### src/rtl/uart_tx_framer.sv
// UART transmit framer: start bit, DATA_WIDTH data bits LSB first, optional
// even/odd parity, one or two stop bits. Frame format is latched when a word
// is accepted. Bit timing comes from the Baud_En strobe. Back-to-back frames
// leave no idle gap on the line.
module uart_tx_framer #(
    parameter int DATA_WIDTH = 8
) (
    input  logic                  CLK,
    input  logic                  RST,
    input  logic                  Baud_En,
    input  logic [DATA_WIDTH-1:0] P_DATA,
    input  logic                  Data_Valid,
    input  logic                  PAR_EN,
    input  logic                  PAR_TYP,
    input  logic                  STOP2,
    output logic                  TX_Out,
    output logic                  Busy,
    output logic                  Data_Ack
);

    localparam int CNT_W = (DATA_WIDTH > 1) ? $clog2(DATA_WIDTH) : 1;
    localparam logic [CNT_W-1:0] CNT_LAST = CNT_W'(DATA_WIDTH - 1);
    localparam logic [CNT_W-1:0] CNT_ONE  = CNT_W'(1);
    localparam logic [CNT_W-1:0] CNT_ZERO = CNT_W'(0);

    // State names what the next baud tick will put on the line; the start bit
    // is driven on the acceptance tick itself, so START is only a recovery path.
    typedef enum logic [2:0] {
        S_IDLE   = 3'd0,
        S_START  = 3'd1,
        S_DATA   = 3'd2,
        S_PARITY = 3'd3,
        S_STOP   = 3'd4
    } state_t;

    state_t                  state_r, state_s;
    logic [CNT_W-1:0]        cnt_r, cnt_s;
    logic [1:0]              stop_cnt_r, stop_cnt_s;
    logic [DATA_WIDTH-1:0]   data_r, data_s;
    logic                    par_en_r, par_en_s;
    logic                    par_typ_r, par_typ_s;
    logic                    stop2_r, stop2_s;
    logic                    tx_r, tx_s;
    logic                    busy_r, busy_s;
    logic                    ack_r, ack_s;
    logic                    accept_s;
    logic                    final_stop_s;
    logic [1:0]              nstop_s;

    // Parity over the captured word: even = XOR-reduce, odd = its inverse.
    function automatic logic parity_bit(input logic [DATA_WIDTH-1:0] d,
                                        input logic odd);
        return (^d) ^ odd;
    endfunction

    // Number of stop bits of the frame in flight, and whether the last one
    // is currently on the line.
    always_comb begin
        nstop_s      = stop2_r ? 2'd2 : 2'd1;
        final_stop_s = (state_r == S_STOP) && (stop_cnt_r == nstop_s);
    end

    // Next-state, line value and handshake for the frame sequencer.
    always_comb begin
        state_s    = state_r;
        cnt_s      = cnt_r;
        stop_cnt_s = stop_cnt_r;
        data_s     = data_r;
        par_en_s   = par_en_r;
        par_typ_s  = par_typ_r;
        stop2_s    = stop2_r;
        tx_s       = tx_r;
        busy_s     = busy_r;
        ack_s      = 1'b0;
        accept_s   = 1'b0;
        if (Baud_En) begin
            case (state_r)
                S_IDLE: begin
                    if (Data_Valid) begin
                        accept_s = 1'b1;
                    end else begin
                        tx_s   = 1'b1;
                        busy_s = 1'b0;
                    end
                end
                S_START: begin
                    state_s = S_DATA;
                    cnt_s   = CNT_ZERO;
                    tx_s    = 1'b0;
                end
                S_DATA: begin
                    tx_s = data_r[cnt_r];
                    if (cnt_r == CNT_LAST) begin
                        cnt_s      = CNT_ZERO;
                        stop_cnt_s = 2'd0;
                        state_s    = par_en_r ? S_PARITY : S_STOP;
                    end else begin
                        cnt_s = cnt_r + CNT_ONE;
                    end
                end
                S_PARITY: begin
                    tx_s       = parity_bit(data_r, par_typ_r);
                    stop_cnt_s = 2'd0;
                    state_s    = S_STOP;
                end
                S_STOP: begin
                    if (final_stop_s) begin
                        if (Data_Valid) begin
                            accept_s = 1'b1;
                        end else begin
                            state_s    = S_IDLE;
                            busy_s     = 1'b0;
                            tx_s       = 1'b1;
                            stop_cnt_s = 2'd0;
                        end
                    end else begin
                        tx_s       = 1'b1;
                        stop_cnt_s = stop_cnt_r + 2'd1;
                    end
                end
                default: begin
                    state_s    = S_IDLE;
                    tx_s       = 1'b1;
                    busy_s     = 1'b0;
                    cnt_s      = CNT_ZERO;
                    stop_cnt_s = 2'd0;
                end
            endcase
            if (accept_s) begin
                data_s     = P_DATA;
                par_en_s   = PAR_EN;
                par_typ_s  = PAR_TYP;
                stop2_s    = STOP2;
                tx_s       = 1'b0;
                busy_s     = 1'b1;
                ack_s      = 1'b1;
                state_s    = S_DATA;
                cnt_s      = CNT_ZERO;
                stop_cnt_s = 2'd0;
            end else begin
                ack_s = 1'b0;
            end
        end else begin
            ack_s = 1'b0;
        end
    end

    // Sequencer state, captured frame and registered line outputs.
    always_ff @(posedge CLK or negedge RST) begin
        if (!RST) begin
            state_r    <= S_IDLE;
            cnt_r      <= CNT_ZERO;
            stop_cnt_r <= 2'd0;
            data_r     <= '0;
            par_en_r   <= 1'b0;
            par_typ_r  <= 1'b0;
            stop2_r    <= 1'b0;
            tx_r       <= 1'b1;
            busy_r     <= 1'b0;
            ack_r      <= 1'b0;
        end else begin
            state_r    <= state_s;
            cnt_r      <= cnt_s;
            stop_cnt_r <= stop_cnt_s;
            data_r     <= data_s;
            par_en_r   <= par_en_s;
            par_typ_r  <= par_typ_s;
            stop2_r    <= stop2_s;
            tx_r       <= tx_s;
            busy_r     <= busy_s;
            ack_r      <= ack_s;
        end
    end

    assign TX_Out   = tx_r;
    assign Busy     = busy_r;
    assign Data_Ack = ack_r;

endmodule
### config.mk
export PLATFORM = sky130hd
export DESIGN_NAME = uart_tx_framer
export DESIGN_NICKNAME = d
export VERILOG_FILES = /design/src/rtl/uart_tx_framer.sv
export SDC_FILE = /design/constraint.sdc
export NUM_CORES = 1
export LEC_CHECK = 0
export ABC_AREA = 1
export CAP_MARGIN = 20
export CORE_MARGIN = 2
export CORE_UTILIZATION = 54
export DETAILED_ROUTE_END_ITERATION = 10
export HOLD_SLACK_MARGIN = 0.12
export PLACE_DENSITY = 0.9
export SETUP_SLACK_MARGIN = 0.02
export SLEW_MARGIN = 40
export SYNTH_ARGS = -nofsm -noshare
export SYNTH_HDL_FRONTEND = slang
export SYNTH_SLANG_ARGS = --single-unit
### constraint.sdc
create_clock -name CLK -period 1.6 [get_ports CLK]
set_input_delay 0.32 -clock CLK [delete_from_list [all_inputs] [get_ports CLK]]
set_output_delay 0.32 -clock CLK [all_outputs]
set_load 0.005 [all_outputs]
Word-level counts from Yosys, hierarchy flattened:

Cells that the tools add are included.

* logic and storage cells: 70
* bits in registers: 22

* muxes and demuxes: 31
* bitwise gates (word level): 1
* $add $sub $neg: 2
* reduce and logical (&&, ||, !) cells: 11
* $lt $le $gt $ge: 1
* equality and inequality tests: 14

Operators by type and width (count)
* $mux 3: 7
* $pmux 3 s5: 1
* $mux 1: 12
* $mux 2: 5
* $reduce_xor 8->1: 1
* $eq 3x2->1 const B: 2
* $eq 3x3->1 const B: 2
* $ne 2x1->1 const B: 3
* $ne 3x2->1 const B: 2
* $pmux 2 s3: 1
* $pmux 3 s2: 1
* $reduce_or 3->1: 2
* $pmux 1 s5: 1
* $reduce_and 5->1: 1
* $lt 3x4->1 const B: 1
* $ne 4x3->1 const B: 1
* $reduce_and 2->1: 2
* $reduce_and 4->1: 1
* $add 3x1->3 const B: 1
* $bmux 1 s3: 1
* $eq 3x1->1 const B: 1
* $logic_not 3->1: 1
* $ne 3x3->1 const B: 1
* $pmux 1 s3: 1
* other kinds (8): 8

Logic depth before layout (Yosys ltp):

Gate-level depths: netlist of run 1.

* depth after elaboration: 8
* depth in mapped cells: 12

Least setup slack after synthesis of run 1:

No wires, ideal clock.

* path type: register to register
* from: register cnt_r[1]
* to: register state_r[1]
* path buffers: 0
* stages on the path, launching flop included: 9
* arrival: 1230 ps
* slack: 244 ps
* period minus slack after synthesis: 1356 ps
* required time: 1475 ps
* path through: dfrtp_1 -> ha_1 -> ha_1 -> nor2_1 -> nor2_1 -> nand2_2 -> inv_2 -> o21ai_0 -> o21ai_1

* cells in the longest elaborated chain, start to end: 3

RTL lines
* from (decl): line 37 `logic [CNT_W-1:0] cnt_r, cnt_s;`
* from (signal assigned): line 163 `cnt_r <= cnt_s;`
* $eq 3x3->1: line 93 `if (cnt_r == CNT_LAST) begin`
* $ne 3x3->1 (no source line)
* $reduce_and 5->1 (no source line)
* to (signal assigned): line 162 `state_r <= state_s;`
* to (decl): line 36 `state_t state_r, state_s;`

Every way passes these cells.
A chain may end at the register's enable or synchronous reset.

Worst setup path after layout of run 1:

* from: register ack_r, in the netlist Data_Ack
* to: output Data_Ack

RTL lines
* from (decl): line 45 `logic ack_r, ack_s;`
* from (signal assigned): line 171 `ack_r <= ack_s;`
* to (decl): line 18 `output logic Data_Ack`

No word-level cell between the ends.

==> out/metrics.csv, run 1 <==
metric;value;unit
synthesized instance count;189;
IR Drop Worst-Case VDD;1.26;mV
most instantiated flip-flop cell in the synthesis netlist;dfrtp_1;
fraction of synthesis flops using an asynchronous set or reset pin;1.00;
die outline width;54.2;µm
antenna violations before repair;0;
final critical-path share of the clock period;0.933;
ratio of routed vias to standard cells;5.09;
YS warnings;0;
count of pins on the block boundary;18;
Die Span Y;54.2;µm
cell class contributing the biggest share of worst-path delay;buffers and inverters;
H-tree depth reported by CTS;1;
maximum number of pins on one net before global-route repair;23;
cell at the slowest stage of the critical path;clkdlybuf4s50_1;
class of the tightest hold or removal check;input pin to async pin;
final clock skew;0.0150;ns
sequential cell area in the final layout;553;µm²
post-synthesis sequential area ratio;0.405;
total instance count after detailed placement;240;
via count of the first global-routing pass;998;
count of final max-slew check failures;0;
maximum net fanout on the critical path;1;
max-capacitance violation count;0;
startpoint type of the worst setup path;register;
Post-Route WL;2550;µm
average wire length per cell after detail routing;10.4;µm
result of the run;complete, no violations;
last weighted congestion value of the routability-driven placer;0.843;
number of buffers and inverters on the critical path;1;
total of hold buffers inserted after clock tree synthesis;0;
count of final hold-check violations;0;
number of clock sinks seen by CTS;22;
final non-filler cell total;245;
Unique masters post-synth;24;
slack of the worst reg-to-reg path;0.16;ns
post-route DRC violation count;0;
area taken by multi-input logic gates;682;µm²
leakage power;0.840;nW
timing startpoint of the critical path;Data_Ack;
CP Cell Sequence;clkdlybuf4s50_1;
net count after synthesis;206;
Crit path arrival time;1.17;ns
headroom to the max-slew limit;0.800;
type of the worst setup path;register to output pin;
detailed-router iteration count before antenna repair;4;
Core Region;2430;µm²
CP Data Required Time;1.28;ns
Layout area overhead;19.8;%
RR Startpoint;state_r[0];
count of input and output buffers;17;
total die area;2940;µm²
endpoint type of the worst setup path;output pin;
Worst path depth;1;
CTS max path bufs;2;
crit path setup slack, layout;0.107;ns
number of vias after detailed routing;1246;
EDFF count, synth;0;
setup slack after placement;-0.0102;ns
Achievable Freq;670;MHz
net count reported at finish;233;
Tightest Pin Transition;0.299;ns
total routing resource utilization after global routing;0.198;
layout cell share with drive strength beyond 1;0.177;
Post-DP HPWL;1900;µm
minimum clock period;1.49;ns
TritonCTS clock tree;built;
initial standard-cell utilization of the core;0.560;
clock transition time at the flip-flop clock pins of the worst setup and hold paths;0.13;ns
count of standard-cell rows;18;
clock buffers created by TritonCTS;3;
maximum single-stage delay on the critical path;0.49;ns
average size of a mapped cell;7.20;µm²
#FFs+latches synth;22;
Root Driver;clkbuf_4;
Antenna Nets Post-Route;0;
synthesized cell area;1360;µm²
DRC violation total after the first TritonRoute iteration;38;
Worst R2R Path Depth;10;
first-pass GRT wire length;4220;µm
unrepaired setup endpoints after global routing;yes;
power density normalized to cell area;1820;nW/µm²
capturing point of the worst reg2reg path;state_r[1];
overflow left after global routing;0;
latest clock arrival within the worst-skew pair;0.32;ns
Finish-stage setup viols;0;
Antenna Diode Count;0;
FILL cells;198;
## cells by family (layout without fill, tap and decap cells)
group                    after synthesis  after routing  synth area share
AND/OR/NAND/NOR                      106            106             0.324
AO/OA/AOI/OAI                         30             30             0.150
buffers and inverters                 29             55             0.103
flip-flops                            22             22             0.405
adder cells (fa/ha/maj)                2              2            0.0184
## cell usage in the layout, fill, tap and decap left out
master / netlist / layout
nor2_1: 11 / 10
nand3_1: 9 / 9
nand2_4: 1 / 1
dfrtp_2: 0 / 1
ha_1: 2 / 2
nor2_2: 2 / 1
buf_4: 0 / 8
o21ai_2: 10 / 10
dfstp_2: 1 / 1
clkbuf_1: 0 / 1
o221ai_2: 1 / 1
nand2_2: 4 / 4
dfrtp_1: 21 / 20
nand2_1: 77 / 77
o21ai_1: 2 / 2
inv_2: 3 / 3
nor2_4: 1 / 3
o21ai_0: 7 / 7
a21oi_1: 8 / 8
o211ai_1: 1 / 1
inv_6: 0 / 1
dlygate4sd2_1: 0 / 1
clkdlybuf4s50_1: 0 / 16
clkbuf_4: 0 / 3
inv_1: 22 / 22
nor3_1: 1 / 1
a21oi_2: 1 / 1
## per-stage QoR
step            util  setup TNS [ns]  cell area [µm²]  total power, W  hold WS, ns
2_1_floorplan      -               0             1360         0.00227       0.0244
3_3_place_gp   0.650               0             1580         0.00259        0.461
3_5_place_dp   0.650         -0.0223             1580         0.00264        0.475
4_1_cts        0.664               0             1610         0.00293        0.342
5_1_grt        0.670               0             1630         0.00327        0.344
6_report       0.670               0             1630         0.00296        0.329
## state kept, by name, summed over array words and instances (netlist names)
| name | cells |
|---|---|
| Busy | 1 |
| Data_Ack | 1 |
| TX_Out | 1 |
| cnt_r | 3 |
| data_r | 8 |
| par_en_r | 1 |
| par_typ_r | 1 |
| state_r | 3 |
| stop2_r | 1 |
| stop_cnt_r | 2 |
## what timing repair did
action                     4_1_cts  5_1_grt
resized for setup                1        5
setup buffers                    1        0
setup endpoints to repair        1       18
## worst max-delay path by stage
| stage | to |
|---|---|
| finish | Data_Ack |
| detailed placement | data_r[2] |
| global placement | data_r[4] |
| CTS | state_r[1] |
| global route | state_r[1] |
| floorplan | state_r[1] |
## final cells by class
| type | instances | share of cell area |
|---|---|---|
| inverter | 26 | 0.0629 |
| multi-input combinational | 138 | 0.418 |
| sequential | 22 | 0.339 |
| timing repair buffer | 25 | 0.140 |
| clock buffer | 4 | 0.0161 |
| tap | 30 | 0.0230 |
## where the power goes
part           total [W]  internal, W  switching (W)
clock network   0.000268    0.0000975       0.000170
registers       0.000997     0.000809       0.000188
logic            0.00170     0.000666        0.00103
total            0.00296      0.00157        0.00139
## synthesized netlist by cell type, types with 2 or more instances
| master | instances | area share |
|---|---|---|
| o21ai_2 | 10 | 0.064 |
| nor2_1 | 11 | 0.030 |
| o21ai_0 | 7 | 0.026 |
| nand2_1 | 77 | 0.21 |
| inv_2 | 3 | 0.0083 |
| nand3_1 | 9 | 0.033 |
| a21oi_1 | 8 | 0.029 |
| nand2_2 | 4 | 0.018 |
| nor2_2 | 2 | 0.0092 |
| o21ai_1 | 2 | 0.0074 |
| dfrtp_1 | 21 | 0.39 |
| inv_1 | 22 | 0.061 |
| ha_1 | 2 | 0.018 |
## per-layer routing
layer | global-route usage | routed length (µm) | up-vias
li1 | - | - | 644
met1 | 0.283 | 1210 | 558
met2 | 0.305 | 1160 | 39
met3 | 0.0191 | 135 | 5
met4 | 0.0875 | 43 | 0
met5 | 0 | 0 | -
Power figures use the tool's default switching activity.
==> run 2: changes to the inputs <==
Settings changed: REMOVE_ABC_BUFFERS set to 1.
==> out/metrics.csv, run 2 (synthesis gave the netlist of run 1 again) <==
metric;value;unit;change
count of final max-slew check failures;0;;unchanged
total instance count after detailed placement;240;;unchanged
Post-DP HPWL;1970;µm;was 1900 µm
layout cell share with drive strength beyond 1;0.172;;was 0.177
power density normalized to cell area;1830;nW/µm²;was 1820 nW/µm²
cell class contributing the biggest share of worst-path delay;buffers and inverters;;unchanged
area taken by multi-input logic gates;679;µm²;was 682 µm²
number of vias after detailed routing;1223;;was 1246
latest clock arrival within the worst-skew pair;0.31;ns;was 0.32 ns
minimum clock period;1.49;ns;about the same
detailed-router iteration count before antenna repair;4;;unchanged
Worst path depth;1;;unchanged
DP Area;1580;µm²;unchanged
total of hold buffers inserted after clock tree synthesis;0;;unchanged
count of standard-cell rows;18;;unchanged
maximum single-stage delay on the critical path;0.50;ns;was 0.49 ns
unrepaired setup endpoints after global routing;yes;;unchanged
endpoint type of the worst setup path;output pin;;unchanged
clock transition time at the flip-flop clock pins of the worst setup and hold paths;0.12;ns;was 0.13 ns
number of buffers and inverters on the critical path;1;;unchanged
IR Drop Worst-Case VDD;1.15;mV;was 1.26 mV
capturing point of the worst reg2reg path;state_r[1];;unchanged
registers with the most flip-flops;data_r (8), cnt_r (3), state_r (3);;unchanged
Die Span Y;54.2;µm;unchanged
Antenna Diode Count;0;;unchanged
RR Startpoint;state_r[0];;unchanged
type of the worst setup path;register to output pin;;unchanged
slack of the worst reg-to-reg path;0.12;ns;was 0.16 ns
Achievable Freq;671;MHz;was 670 MHz
count of final hold-check violations;0;;unchanged
via count of the first global-routing pass;1073;;was 998
cell at the slowest stage of the critical path;clkdlybuf4s50_1;;unchanged
headroom to the max-slew limit;0.810;;was 0.800
Worst R2R Path Depth;10;;unchanged
capturing element of the worst setup path;Busy;;was Data_Ack
Crit path arrival time;1.17;ns;about the same
count of pins on the block boundary;18;;unchanged
overflow left after global routing;0;;unchanged
CP Cell Sequence;clkdlybuf4s50_1;;unchanged
Finish-stage setup viols;0;;unchanged
Antenna Nets Post-Route;0;;unchanged
class of the tightest hold or removal check;input pin to async pin;;unchanged
result of the run;complete, no violations;;unchanged
clock buffers created by TritonCTS;3;;unchanged
number of flip-flops under the largest register name;8;;unchanged
final clock skew;0.00686;ns;was 0.0150 ns
H-tree depth reported by CTS;1;;unchanged
leakage power;0.841;nW;was 0.840 nW
max-capacitance violation count;0;;unchanged
Core Region;2430;µm²;unchanged
final critical-path share of the clock period;0.931;;was 0.933
worst slack on hold paths;0.346;ns;was 0.329 ns
maximum net fanout on the critical path;2;;was 1
final non-filler cell total;245;;unchanged
last weighted congestion value of the routability-driven placer;0.869;;was 0.843
timing startpoint of the critical path;Busy;;was Data_Ack
number of clock sinks seen by CTS;22;;unchanged
Tightest Pin Transition;0.285;ns;was 0.299 ns
count of input and output buffers;17;;unchanged
sequential cell area in the final layout;553;µm²;unchanged
net count reported at finish;233;;unchanged
FILL cells;194;;was 198
antenna violations before repair;0;;unchanged
average wire length per cell after detail routing;10.6;µm;was 10.4 µm
Layout area overhead;19.6;%;was 19.8%
most frequent cells in the layout;nand2_1, inv_1, dfrtp_1, clkdlybuf4s50_1, nor2_1;;was nand2_1, inv_1, dfrtp_1, clkdlybuf4s50_1
register ranked first by flip-flop count;data_r;;unchanged
total die area;2940;µm²;unchanged
Final Cell Area;1630;µm²;about the same
CP Data Required Time;1.28;ns;about the same
share of the core filled with cells in the final layout;0.669;;was 0.670
startpoint type of the worst setup path;register;;unchanged
maximum number of pins on one net before global-route repair;23;;unchanged
CTS max path bufs;2;;unchanged
die outline width;54.2;µm;unchanged
DRC violation total after the first TritonRoute iteration;35;;was 38
post-route DRC violation count;0;;unchanged
leading cell type in the layout, fill and taps excluded;nand2_1;;unchanged
TritonCTS clock tree;built;;unchanged
Post-Route WL;2590;µm;was 2550 µm
total routing resource utilization after global routing;0.205;;was 0.198
initial standard-cell utilization of the core;0.560;;unchanged
Root Driver;clkbuf_4;;unchanged
ratio of routed vias to standard cells;4.99;;was 5.09
first-pass GRT wire length;4320;µm;was 4220 µm
-- run 2: cell types whose count changed in the layout (fill, tap and decap cells not counted) --
cell,delta
nor2_2,-1
nor2_1,+1
-- run 2: cell type report --
class	count	area share
multi-input combinational	138	0.417
sequential	22	0.340
inverter	26	0.0630
clock buffer	4	0.0161
timing repair buffer	25	0.141
tap	30	0.0231
-- run 2: layer usage --
| layer | wire length [µm] | up-vias | global-route usage |
|---|---|---|---|
| met5 | 0 | - | 0 |
| met4 | 40 | 0 | 0.0875 |
| met3 | 80 | 5 | 0.0273 |
| met2 | 1240 | 27 | 0.337 |
| met1 | 1230 | 550 | 0.269 |
| li1 | - | 641 | - |
-- run 2: worst min-delay path by stage --
stage	start	slack, ns	to
2_1_floorplan	RST	0.02	Busy
3_3_place_gp	TX_Out	0.47	TX_Out
3_5_place_dp	Busy	0.48	Busy
4_1_cts	RST	0.35	data_r[2]
5_1_grt	RST	0.36	data_r[3]
6_report	RST	0.35	data_r[3]
-- run 2: per-stage QoR --
step | worst slack [ns] | setup TNS, ns | total power, W
after floorplan | 0.191 | 0 | 0.00221
after global placement | 0.0277 | 0 | 0.00259
after detailed placement | -0.00109 | -0.00109 | 0.00265
after CTS | 0.0537 | 0 | 0.00294
after global routing | -0.00621 | -0.00621 | 0.00326
final | 0.110 | 0 | 0.00297
-- run 2: repair_timing --
action,4_1_cts,5_1_grt
resized for setup,1,4
setup endpoints to repair,1,16
setup buffers,1,0
-- run 2: where the power goes --
part | switching (W) | internal [W]
Clock | 0.000168 | 0.0000974
Combinational | 0.00103 | 0.000671
Sequential | 0.000197 | 0.000809
